`src/rtl/system_bus.sv`:
```
// ---------------------------------------------------------------------------
// system_bus
//
// Single-master system bus that connects the CPU to NUM_SLAVES memory-mapped
// slaves (RAM, ROM, I/O). The top SLV_W address bits select the slave. Every
// request gets exactly one completion: a one-cycle m_ready pulse, which m_err
// qualifies.
//
// Access flow:
//   IDLE   - wait for m_req. Latch we/addr/wdata and decode the slave index.
//            A mapped index goes to ACCESS. An unmapped index goes straight
//            to RESP with an error.
//   ACCESS - drive s_sel/s_we/s_addr/s_wdata to the selected slave and wait
//            for its s_ack. If TIMEOUT_CYCLES ACCESS cycles pass without an
//            ack, give up with an error. An ack in the final cycle still
//            counts as a normal completion.
//   RESP   - one cycle with m_ready=1. Always returns to IDLE.
//
// Error responses return all-ones read data and bump a saturating counter.
//
// Parameters:
//   DATA_W          data bus width
//   ADDR_W          address bus width (master and slave side are equal)
//   NUM_SLAVES      number of slaves behind the bus
//   TIMEOUT_CYCLES  ACCESS cycles allowed before a timeout error (>= 1)
//   ERRCNT_W        width of err_count
//
// Ports:
//   clk        in   clock, rising edge
//   reset      in   asynchronous reset, active low
//   m_req      in   master request, held until m_ready
//   m_we       in   1 = write, 0 = read
//   m_addr     in   master address
//   m_wdata    in   master write data
//   m_rdata    out  read data, valid while m_ready=1
//   m_ready    out  one-cycle completion pulse
//   m_err      out  access failed (qualifies m_ready)
//   s_sel      out  one-hot slave select, only in ACCESS
//   s_we       out  write strobe to the selected slave
//   s_addr     out  full latched address
//   s_wdata    out  latched write data
//   s_rdata    in   flattened slave read data, slave i at [i*DATA_W +: DATA_W]
//   s_ack      in   per-slave completion, only the selected bit matters
//   err_count  out  saturating count of error responses
// ---------------------------------------------------------------------------
module system_bus #(
   parameter int DATA_W         = 8,
   parameter int ADDR_W         = 8,
   parameter int NUM_SLAVES     = 2,
   parameter int TIMEOUT_CYCLES = 15,
   parameter int ERRCNT_W       = 8
) (
   input  logic                         clk,
   input  logic                         reset,
   input  logic                         m_req,
   input  logic                         m_we,
   input  logic [ADDR_W-1:0]            m_addr,
   input  logic [DATA_W-1:0]            m_wdata,
   output logic [DATA_W-1:0]            m_rdata,
   output logic                         m_ready,
   output logic                         m_err,
   output logic [NUM_SLAVES-1:0]        s_sel,
   output logic                         s_we,
   output logic [ADDR_W-1:0]            s_addr,
   output logic [DATA_W-1:0]            s_wdata,
   input  logic [NUM_SLAVES*DATA_W-1:0] s_rdata,
   input  logic [NUM_SLAVES-1:0]        s_ack,
   output logic [ERRCNT_W-1:0]          err_count
);

   localparam int SLV_W = (NUM_SLAVES > 1) ? $clog2(NUM_SLAVES) : 1;
   localparam int CNT_W = (TIMEOUT_CYCLES > 1) ? $clog2(TIMEOUT_CYCLES) : 1;
   localparam logic [CNT_W-1:0] TO_LAST = CNT_W'(TIMEOUT_CYCLES - 1);

   typedef enum logic [1:0] {
      ST_IDLE   = 2'd0,
      ST_ACCESS = 2'd1,
      ST_RESP   = 2'd2
   } state_t;

   state_t               r_state;
   state_t               w_state_nxt;

   logic                 r_we;
   logic [ADDR_W-1:0]    r_addr;
   logic [DATA_W-1:0]    r_wdata;
   logic [SLV_W-1:0]     r_idx;
   logic [CNT_W-1:0]     r_wait_cnt;
   logic [DATA_W-1:0]    r_rdata;
   logic                 r_err;
   logic [ERRCNT_W-1:0]  r_err_count;

   logic [SLV_W-1:0]     w_req_idx;
   logic [31:0]          w_req_idx_ext;
   logic                 w_req_mapped;
   logic                 w_ack_sel;
   logic [DATA_W-1:0]    w_rdata_sel;
   logic                 w_timeout;

   // The counter holds at all-ones rather than wrapping back to zero.
   function automatic logic [ERRCNT_W-1:0] sat_inc(input logic [ERRCNT_W-1:0] val);
      if (val == {ERRCNT_W{1'b1}})
         return val;
      else
         return val + 1'b1;
   endfunction

   // Slave index decode. It is widened to 32 bits so the compare also works
   // when NUM_SLAVES is a power of two and cannot be written in SLV_W bits.
   assign w_req_idx     = m_addr[ADDR_W-1 -: SLV_W];
   assign w_req_idx_ext = 32'(w_req_idx);
   assign w_req_mapped  = (w_req_idx_ext < $unsigned(NUM_SLAVES));

   // Only the latched slave's ack and read data are visible. Acks from the
   // other slaves are ignored.
   always_comb begin
      w_ack_sel   = 1'b0;
      w_rdata_sel = '0;
      for (int i = 0; i < NUM_SLAVES; i++) begin
         if (r_idx == SLV_W'(i)) begin
            w_ack_sel   = s_ack[i];
            w_rdata_sel = s_rdata[i*DATA_W +: DATA_W];
         end
      end
   end

   assign w_timeout = (r_wait_cnt == TO_LAST);

   // State register
   always_ff @(posedge clk or negedge reset) begin
      if (!reset)
         r_state <= ST_IDLE;
      else
         r_state <= w_state_nxt;
   end

   // Next-state logic
   always_comb begin
      w_state_nxt = r_state;
      case (r_state)
         ST_IDLE: begin
            if (m_req)
               w_state_nxt = w_req_mapped ? ST_ACCESS : ST_RESP;
         end
         ST_ACCESS: begin
            if (w_ack_sel || w_timeout)
               w_state_nxt = ST_RESP;
         end
         ST_RESP: begin
            w_state_nxt = ST_IDLE;
         end
         default: begin
            w_state_nxt = ST_IDLE;
         end
      endcase
   end

   // Request latch, response data, wait counter and error counter
   always_ff @(posedge clk or negedge reset) begin
      if (!reset) begin
         r_we        <= 1'b0;
         r_addr      <= '0;
         r_wdata     <= '0;
         r_idx       <= '0;
         r_wait_cnt  <= '0;
         r_rdata     <= '0;
         r_err       <= 1'b0;
         r_err_count <= '0;
      end else begin
         case (r_state)
            ST_IDLE: begin
               if (m_req) begin
                  r_we       <= m_we;
                  r_addr     <= m_addr;
                  r_wdata    <= m_wdata;
                  r_idx      <= w_req_idx;
                  r_wait_cnt <= '0;
                  // Decode errors skip ACCESS, so the error response is set up here.
                  if (w_req_mapped) begin
                     r_err <= 1'b0;
                  end else begin
                     r_err   <= 1'b1;
                     r_rdata <= '1;
                  end
               end
            end
            ST_ACCESS: begin
               r_wait_cnt <= r_wait_cnt + 1'b1;
               // The ack is checked first, so an ack in the last allowed
               // cycle completes normally.
               if (w_ack_sel) begin
                  r_err   <= 1'b0;
                  r_rdata <= r_we ? '0 : w_rdata_sel;
               end else if (w_timeout) begin
                  r_err   <= 1'b1;
                  r_rdata <= '1;
               end
            end
            ST_RESP: begin
               if (r_err)
                  r_err_count <= sat_inc(r_err_count);
            end
            default: begin
            end
         endcase
      end
   end

   // Output logic
   always_comb begin
      m_ready = 1'b0;
      m_err   = 1'b0;
      s_we    = 1'b0;
      s_sel   = '0;
      case (r_state)
         ST_ACCESS: begin
            s_we = r_we;
            for (int i = 0; i < NUM_SLAVES; i++)
               s_sel[i] = (r_idx == SLV_W'(i));
         end
         ST_RESP: begin
            m_ready = 1'b1;
            m_err   = r_err;
         end
         default: begin
         end
      endcase
   end

   assign m_rdata   = r_rdata;
   assign s_addr    = r_addr;
   assign s_wdata   = r_wdata;
   assign err_count = r_err_count;

endmodule
```
`config.mk`:
```
export PLATFORM = sky130hd
export DESIGN_NAME = system_bus
export DESIGN_NICKNAME = d
export VERILOG_FILES = /design/src/rtl/system_bus.sv
export SDC_FILE = /design/constraint.sdc
export NUM_CORES = 1
export LEC_CHECK = 0
export CAP_MARGIN = 20
export CORE_MARGIN = 10
export CORE_UTILIZATION = 39
export CTS_CLUSTER_SIZE = 8
export DETAILED_ROUTE_END_ITERATION = 8
export PLACE_DENSITY = 0.74
export SLEW_MARGIN = 15
export SYNTH_ARGS = -nofsm -noshare
export SYNTH_HDL_FRONTEND = slang
export SYNTH_SLANG_ARGS = --single-unit
export TNS_END_PERCENT = 50
```
`constraint.sdc`:
```
create_clock -name clk -period 1.9 [get_ports clk]
set_input_delay 0.285 -clock clk [delete_from_list [all_inputs] [get_ports clk]]
set_output_delay 0.285 -clock clk [all_outputs]
set_load 0.05 [all_outputs]
```
=== After elaboration in Yosys (flattened, before gate mapping) ===
Cells that the tools add are included.

* Register bits after elaboration: 41
* Input port bits: 38
* Output and inout port bits: 37
* Logic and storage cells: 54

* $add $sub $neg: 2
* $lt $le $gt $ge: 1
* Equal/unequal tests: 8
* Mux-type cells: 23
* Bitwise operators: 2
* Reduce and logical (&&, ||, !) cells: 9

{| class="wikitable"
|+ Operator list
! cell !! number
|-
| 8-bit 2-to-1 mux || 6
|-
| 8-bit case mux with 2 select lines || 1
|-
| 8-bit by 1-bit adder with 8-bit output (second input constant) || 1
|-
| 8-bit == test (second input constant) || 1
|-
| 1-bit 2-to-1 mux || 8
|-
| 2-bit 2-to-1 mux || 4
|-
| 4-bit case mux with 2 select lines || 1
|-
| 2-bit inequality test (second input constant) || 3
|-
| 2-bit AND reduction || 3
|-
| 3-bit AND reduction || 2
|-
| 4-bit by 1-bit adder with 4-bit output (second input constant) || 1
|-
| 4-bit == test (second input constant) || 1
|-
| 4-bit 2-to-1 mux || 1
|-
| 2-bit case mux with 2 select lines || 1
|-
| 4-bit AND reduction || 1
|-
| 3-bit inequality test (second input constant) || 1
|-
| 2-bit by 1-bit == test with 1-bit output (second input constant) || 1
|-
| 2-bit == test (second input constant) || 1
|-
| 2-bit zero test || 1
|-
| 1-bit by 2-bit less-than comparator with 1-bit output (second input constant) || 1
|-
| 1-bit inverter || 2
|-
| 1-bit case mux with 2 select lines || 1
|-
| 2-bit nonzero test || 1
|-
| 1-bit logical OR || 1
|}

=== Longest topological paths before layout ===
Gate-level depths: netlist of run 1.

* Depth in word-level cells: 4
* Depth in mapped cells: 6
* Mapped depth without buffers: 5

=== Worst setup path before layout of run 1 ===
No wires, ideal clock.

* Path kind: reg2reg
* Start: register r_err_count[5], in the netlist err_count[5]
* End: register r_err_count[1], in the netlist err_count[1]
* Library setup time: 0.125 ns
* Arrival time: 1.658 ns
* Required time: 1.775 ns
* Slack: 0.117 ns
* Stages on the path, launching flop included: 5
* Path buffers: 0
* Period minus slack after synthesis: 1.783 ns
* Cells stage by stage: dfrtp_1 -> and4_1 -> nand2_1 -> o21ai_0 -> mux2_2

* Cells in the longest elaborated chain, start to end: 3

{| class="wikitable"
|+ Ends and longest elaborated chain
! element !! line !! source
|-
| start: declaration || 91 || <nowiki>logic [ERRCNT_W-1:0] r_err_count;</nowiki>
|-
| start signal: assignment || 201 || <nowiki>r_err_count <= sat_inc(r_err_count);</nowiki>
|-
| 8-bit == test || 102 || <nowiki>if (val == {ERRCNT_W{1'b1}})</nowiki>
|-
| 1-bit inverter (no source line) || n/a ||
|-
| 3-bit AND reduction (no source line) || n/a ||
|}

Every way passes these cells.
A chain may end at the register's enable or synchronous reset.

=== Final worst setup path of run 1 ===
* Start: register r_err_count[2], in the netlist err_count[2]
* End: output port err_count[2]

{| class="wikitable"
|+ RTL lines
! element !! line !! source
|-
| end: declaration || 68 || <nowiki>output logic [ERRCNT_W-1:0] err_count</nowiki>
|}

No word-level cell between the ends.

==> flow_summary.ini, run 1 <==
[clock_network]
numClockSinks = 40
path_clk_slew_ps = 80
clk_latency_ps = 300
cts_resized = 0
cts_root_buf = clkbuf_8
cts-buffers-inserted = 5
cts_htree_levels = 2
cts_hold_buf = 0
tritoncts = yes
cts_setup_buffers = 0
clockBufferDepth = 2

[sta]
tightest_slew_ps = 531
max_freq_mhz = 540
min_period_over_period_pct = 97.4
finalClockSkew_ps = 8.44
finalSetupViolCount = 0
slew_headroom_pct = 64.5
hold_viol = 0
final.min_clock_period_ps = 1850
finalMaxSlewViolations = 0

[routing]
dr_total_vias = 1410
drtIter0Drc = 37
drc = 0
routed_wl_um = 4620
postRouteAntennaNets = 0
firstDrtPassIters = 4
via_per_inst = 5.09
post_drt_wl_per_cell_um = 16.7

[die]
rows = 24
die_w_um = 88.9
pin_count = 75
start_util_pct = 41.3
die_y_um = 88.9
coreArea_um2 = 4470
die_area_um2 = 7900

[cells_and_area]
final_core_util_pct = 62.9
layout-drive-gt1-share_pct = 21.3
nFillCells = 358
final_nets = 265
areaGrowthSynthToFinish_pct = 52.1
diodes = 0

[synthesis]
yosys-top-cells-area = dfrtp_1 (54%), mux2_2 (13%), mux2i_1 (4.9%)
synth-seq-area-share_pct = 54.1
synth_edf_count = 0
synth-async-reset-ratio_pct = 100
synth_warnings = 0
syn_inst = 147
ys_types = 39
synth_top_area_cell = dfrtp_1
synth_top_area_share_pct = 54.1
syn_area_um2 = 1850
syn_nets = 188
synthFlopType = dfrtp_1
synth-seq-cells = 40
avgSynthCellArea_um2 = 12.6

[power]
power.density_nw_per_um2 = 1730
power_uw = 4870
ir_drop_mv = 0.997
leakage_uw = 0.00128

[setup_path]
crit_path_start_kind = register
path_buf_inv = 1
worstPathArrival_ps = 1570
r2r_slack_ps = 290
worst-r2r-cell-count = 4
path_delay_family = buffers and inverters
crit_chain = clkdlybuf4s50_1
crit_path_max_incr_delay_ps = 840
critPathSlowestCell = clkdlybuf4s50_1
worst-setup-path-type = register to output port
cp_num_cells = 1
cp-end-kind = output port
critPathMaxFanout = 6
cp.required_ps = 1620

[outcome]
outcome = finished clean

[global_route]
overflow = 0
grt_antenna_before_repair = 0
grt_pass1_wl_um = 7580
track_usage_pct = 12.5
grt_max_degree = 41
grt_pass1_vias = 1572

[run]
cap_violations = 0

[place]
gp_congestion = 0.737
numPortBuffers = 74
hpwl_um = 3600

[hold_path]
hp-class = input port to async pin
-- path summary, 6_finish.rpt --
check	from	to
min in group clk	m_rdata[7]$_DFFE_PN0P_	m_rdata[7]$_DFFE_PN0P_
min	reset	r_wait_cnt[3]$_DFFE_PN0P_
max	err_count[2]$_DFFE_PN0P_	err_count[2]
max in group asynchronous	reset	s_wdata[7]$_DFFE_PN0P_
max reg2reg	r_state[1]$_DFFE_PN0P_	err_count[7]$_DFFE_PN0P_
min reg2reg	m_rdata[7]$_DFFE_PN0P_	m_rdata[7]$_DFFE_PN0P_
-- registers in the layout, summed over array words and instances, names as in the netlist --
name / cells
r_we: 1
r_state: 2
s_addr: 8
r_err: 1
r_wait_cnt: 4
s_wdata: 8
m_rdata: 8
err_count: 8
-- layout by cell type, fill, tap and decap left out, drive strengths merged, types with 2 or more instances in the layout --
cell and instances:
o22a 8, dfrtp 40, and4 2, clkdlybuf4s50 63, a22o 2, buf 13
nand2b 3, nor3 3, o21ai 3, nand3 3, nand2 7, mux2i 9
mux2 22, clkbuf 6, o21bai 2, ha 3, and2 2, and3 2
nor2 10, dlymetal6s2s 3, a21oi 4
-- per-stage QoR --
step                      worst slack, ps  std cells  setup TNS, ps  hold slack, ps  instance area (µm²)
after floorplan                       117        147              0           -10.6                 1850
after global placement                234        269              0             375                 2680
after detailed placement              229        269              0             379                 2680
after CTS                            5.58        277              0            49.4                 2810
after global routing                -4.17        277          -4.17            74.6                 2810
final                                49.8        277              0            29.9                 2810
-- report_power, final --
| part | internal (µW) | total (µW) | switching (µW) |
|---|---|---|---|
| Clock | 429 | 736 | 306 |
| Combinational | 1110 | 2740 | 1630 |
| Sequential | 1170 | 1390 | 218 |
| Total | 2710 | 4870 | 2150 |
-- layer usage --
metal,share of wire [%],track usage (%),vias to the layer above
met4,1.1,5.29,0
met3,11,7.08,6
li1,-,-,678
met5,0,0,-
met2,45,19.3,49
met1,42,13.8,677
-- Yosys cell counts, types with 2 or more instances --
cell / number
nand3_1: 3
nand2_1: 7
o21bai_1: 2
dfrtp_1: 40
mux2i_1: 9
o21ai_0: 3
buf_2: 2
nand2b_1: 3
nor3_1: 3
a22o_1: 2
buf_6: 3
ha_1: 3
a21oi_1: 3
o22a_1: 8
nor2_1: 10
mux2_2: 21
and2_1: 2
buf_4: 2
-- kinds of logic after synthesis --
kind of cell / Yosys count / synth area share [%]
DFF: 40 / 54.1
and+or+nand+nor: 38 / 11.2
muxes: 31 / 18.5
AOI/OAI and AO/OA: 23 / 9.47
buffers and inverters: 10 / 3.79
adders and majority gates: 3 / 2.03
xor gates and xnor gates: 2 / 0.947
-- cell type report --
class	instances	area, µm²	area share, %
clock inverters	2	38.8	1.38
flip-flops and latches	40	1000	35.6
inverters	1	3.75	0.133
repair buffers	79	838	29.8
well taps	52	65.1	2.31
multi-input cells	97	783	27.8
clock buffers	6	82.6	2.94
No activity file was read; power rests on OpenSTA's default activity.
==> run 2: changes to the inputs <==
--- a/config.mk
+++ b/config.mk
@@ -5,12 +5,13 @@
 export SDC_FILE = /design/constraint.sdc
 export NUM_CORES = 1
 export LEC_CHECK = 0
+export ABC_AREA = 1
 export CAP_MARGIN = 20
 export CORE_MARGIN = 10
 export CORE_UTILIZATION = 39
 export CTS_CLUSTER_SIZE = 8
 export DETAILED_ROUTE_END_ITERATION = 8
-export PLACE_DENSITY = 0.74
+export PLACE_DENSITY = 0.72
 export SLEW_MARGIN = 15
 export SYNTH_ARGS = -nofsm -noshare
 export SYNTH_HDL_FRONTEND = slang
==> constraint.sdc (replaced) <==
create_clock -name clk -period 1.9 [get_ports clk]
set_input_delay 0.285 -clock clk [delete_from_list [all_inputs] [get_ports clk]]
set_output_delay 0.285 -clock clk [all_outputs]
set_load 0.02 [all_outputs]
==> flow_summary.ini, run 2 <==
[outcome]
outcome = finished clean

[clock_network]
clockBufferDepth = 2
cts_root_buf = clkbuf_8
numClockSinks = 40
cts_setup_buffers = 0
tritoncts = yes
cts_htree_levels = 2
cts-buffers-inserted = 5
path_clk_slew_ps = 70
clk_latency_ps = 280

[setup_path]
cp-end-kind = output port
crit_path_max_incr_delay_ps = 600
path_delay_family = buffers and inverters
critPathSlowestCell = clkdlybuf4s50_1
crit_path_start_kind = register
cp.required_ps = 1620
crit_chain = inv_2 -> nand2_2 -> inv_1 -> clkdlybuf4s50_1
worstPathArrival_ps = 1510
worst-setup-path-type = register to output port
path_buf_inv = 3
critPathMaxFanout = 2

[sta]
min_period_over_period_pct = 94.7
final.min_clock_period_ps = 1800
finalMaxSlewViolations = 0
tightest_slew_ps = 270
setup_tns_ps = 0
max_freq_mhz = 556
finalClockSkew_ps = 5.25
hold_viol = 0
finalSetupViolCount = 0
fin_ws_ps = 102
grt_setup_unrepaired = no
slew_headroom_pct = 82.0

[routing]
via_per_inst = 4.44
post_drt_wl_per_cell_um = 11.9
drtIter0Drc = 55
firstDrtPassIters = 4
dr_total_vias = 1837
routed_wl_um = 4930
drc = 0
postRouteAntennaNets = 0

[synthesis]
synth_top_area_cell = dfrtp_1
ys_types = 23
syn_inst = 262
synth-async-reset-ratio_pct = 100
synthFlopType = dfrtp_1
yosys-top-cells-area = dfrtp_1 (49%), nand2_1 (24%), nor2_1 (6.3%)
synth.most_common_cell = nand2_1
synth_edf_count = 0
synth_top_area_share_pct = 49.1
syn_area_um2 = 2040
avgSynthCellArea_um2 = 7.77
synth_warnings = 0
synth-seq-cells = 40
syn_nets = 303
synth-seq-area-share_pct = 49.1
synthTopCellsByCount = nand2_1 (128), dfrtp_1 (40), nor2_1 (34), inv_1 (12), nand3_1 (7)

[cells_and_area]
final_common_cell = nand2_1
multi_input_area_um2 = 927
final_nets = 384
areaGrowthSynthToFinish_pct = 45.3
layout-drive-gt1-share_pct = 9.01
nFillCells = 500
diodes = 0
mostFrequentLayoutCells = nand2_1 (128), clkdlybuf4s50_1 (69), dfrtp_1 (40)
seq_area_um2 = 1000

[die]
coreArea_um2 = 5070
die_area_um2 = 8510
die_y_um = 92.3
rows = 26
die_w_um = 92.3
pin_count = 75
start_util_pct = 40.1

[run]
cap_violations = 0

[place]
hpwl_um = 3860
numPortBuffers = 74
place_ws_ps = 269
gp_congestion = 0.798

[global_route]
overflow = 0
grt_pass1_wl_um = 8380
grt_max_degree = 41
grt_antenna_before_repair = 0
grt_pass1_vias = 1892
track_usage_pct = 11.7

[power]
leakage_uw = 0.00144
ir_drop_mv = 0.870
power.density_nw_per_um2 = 1460

[hold_path]
hp-class = register to register
==> run 2: cell type report <==
class                      count  area share, %
timing repair buffer          79           26.5
sequential                    40           33.8
clock buffer                   8           3.04
multi-input combinational    199           31.3
tap                           70           2.96
inverter                      18           2.37
==> run 2: stage by stage <==
| stage | util (%) | power (µW) | instances | hold slack [ps] | area (µm²) |
|---|---|---|---|---|---|
| floorplan | - | 2870 | 262 | -10.6 | 2040 |
| global placement | 56.4 | 3780 | 405 | 273 | 2860 |
| detailed placement | 56.4 | 3820 | 405 | 287 | 2860 |
| CTS | 58.3 | 4400 | 414 | 477 | 2960 |
| global route | 58.3 | 4700 | 414 | 493 | 2960 |
| finish | 58.3 | 4310 | 414 | 472 | 2960 |
==> run 2: timing repair <==
action | 4_1_cts | 5_1_grt
endpoints found under the hold margin | 40 | 0
hold buffers | 1 | 0
setup endpoints to repair | 4 | 0
gates resized for setup | 4 | 0
==> run 2: path summary, 6_finish.rpt <==
| kind | from | to | slack [ps] | cells past startpoint |
|---|---|---|---|---|
| min in group asynchronous | reset | s_wdata[3]$_DFFE_PN0P_ | 520 | 3 |
| worst max register to register | err_count[0]$_DFFE_PN0P_ | err_count[3]$_DFFE_PN0P_ | 570 | 8 |
| worst min register to register | m_rdata[0]$_DFFE_PN0P_ | m_rdata[0]$_DFFE_PN0P_ | 470 | 2 |
| max in group asynchronous | reset | s_wdata[1]$_DFFE_PN0P_ | 1200 | 3 |
| worst max-delay path | r_state[0]$_DFFE_PN0P_ | m_ready | 100 | 4 |
| worst min-delay path | m_rdata[0]$_DFFE_PN0P_ | m_rdata[0]$_DFFE_PN0P_ | 470 | 2 |
==> run 2: tightest hold or removal path: cells and delay by family, from the launching register on <==
kind             cells  cell delay (ps)
DFF                  1              350
and+or+nand+nor      2               90
==> run 2: where the power goes <==
part / switching, µW / internal [µW] / leakage (µW)
logic: 1320 / 981 / 0.000886
registers: 235 / 1210 / 0.000508
clock network: 272 / 296 / 0.0000455
==> run 2: cells by family (layout without fill, tap and decap cells) <==
kind of cell | count (synthesis) | after routing | share of synthesized area (%)
buf+inv | 23 | 105 | 5.34
fa+ha+maj | 3 | 3 | 1.84
simple gates | 184 | 184 | 39.4
xor+xnor | 4 | 4 | 1.72
compound gates | 8 | 8 | 2.52
flops | 40 | 40 | 49.1
==> run 2: routing by layer <==
metal  global-route usage (%)  vias up  part of all wire (%)
met2                     21.7       36                    52
met1                     12.0      845                    41
met3                     4.89        2                   7.0
met4                     1.93        0                  0.26
li1                         -      954                     -
met5                        0        -                     0
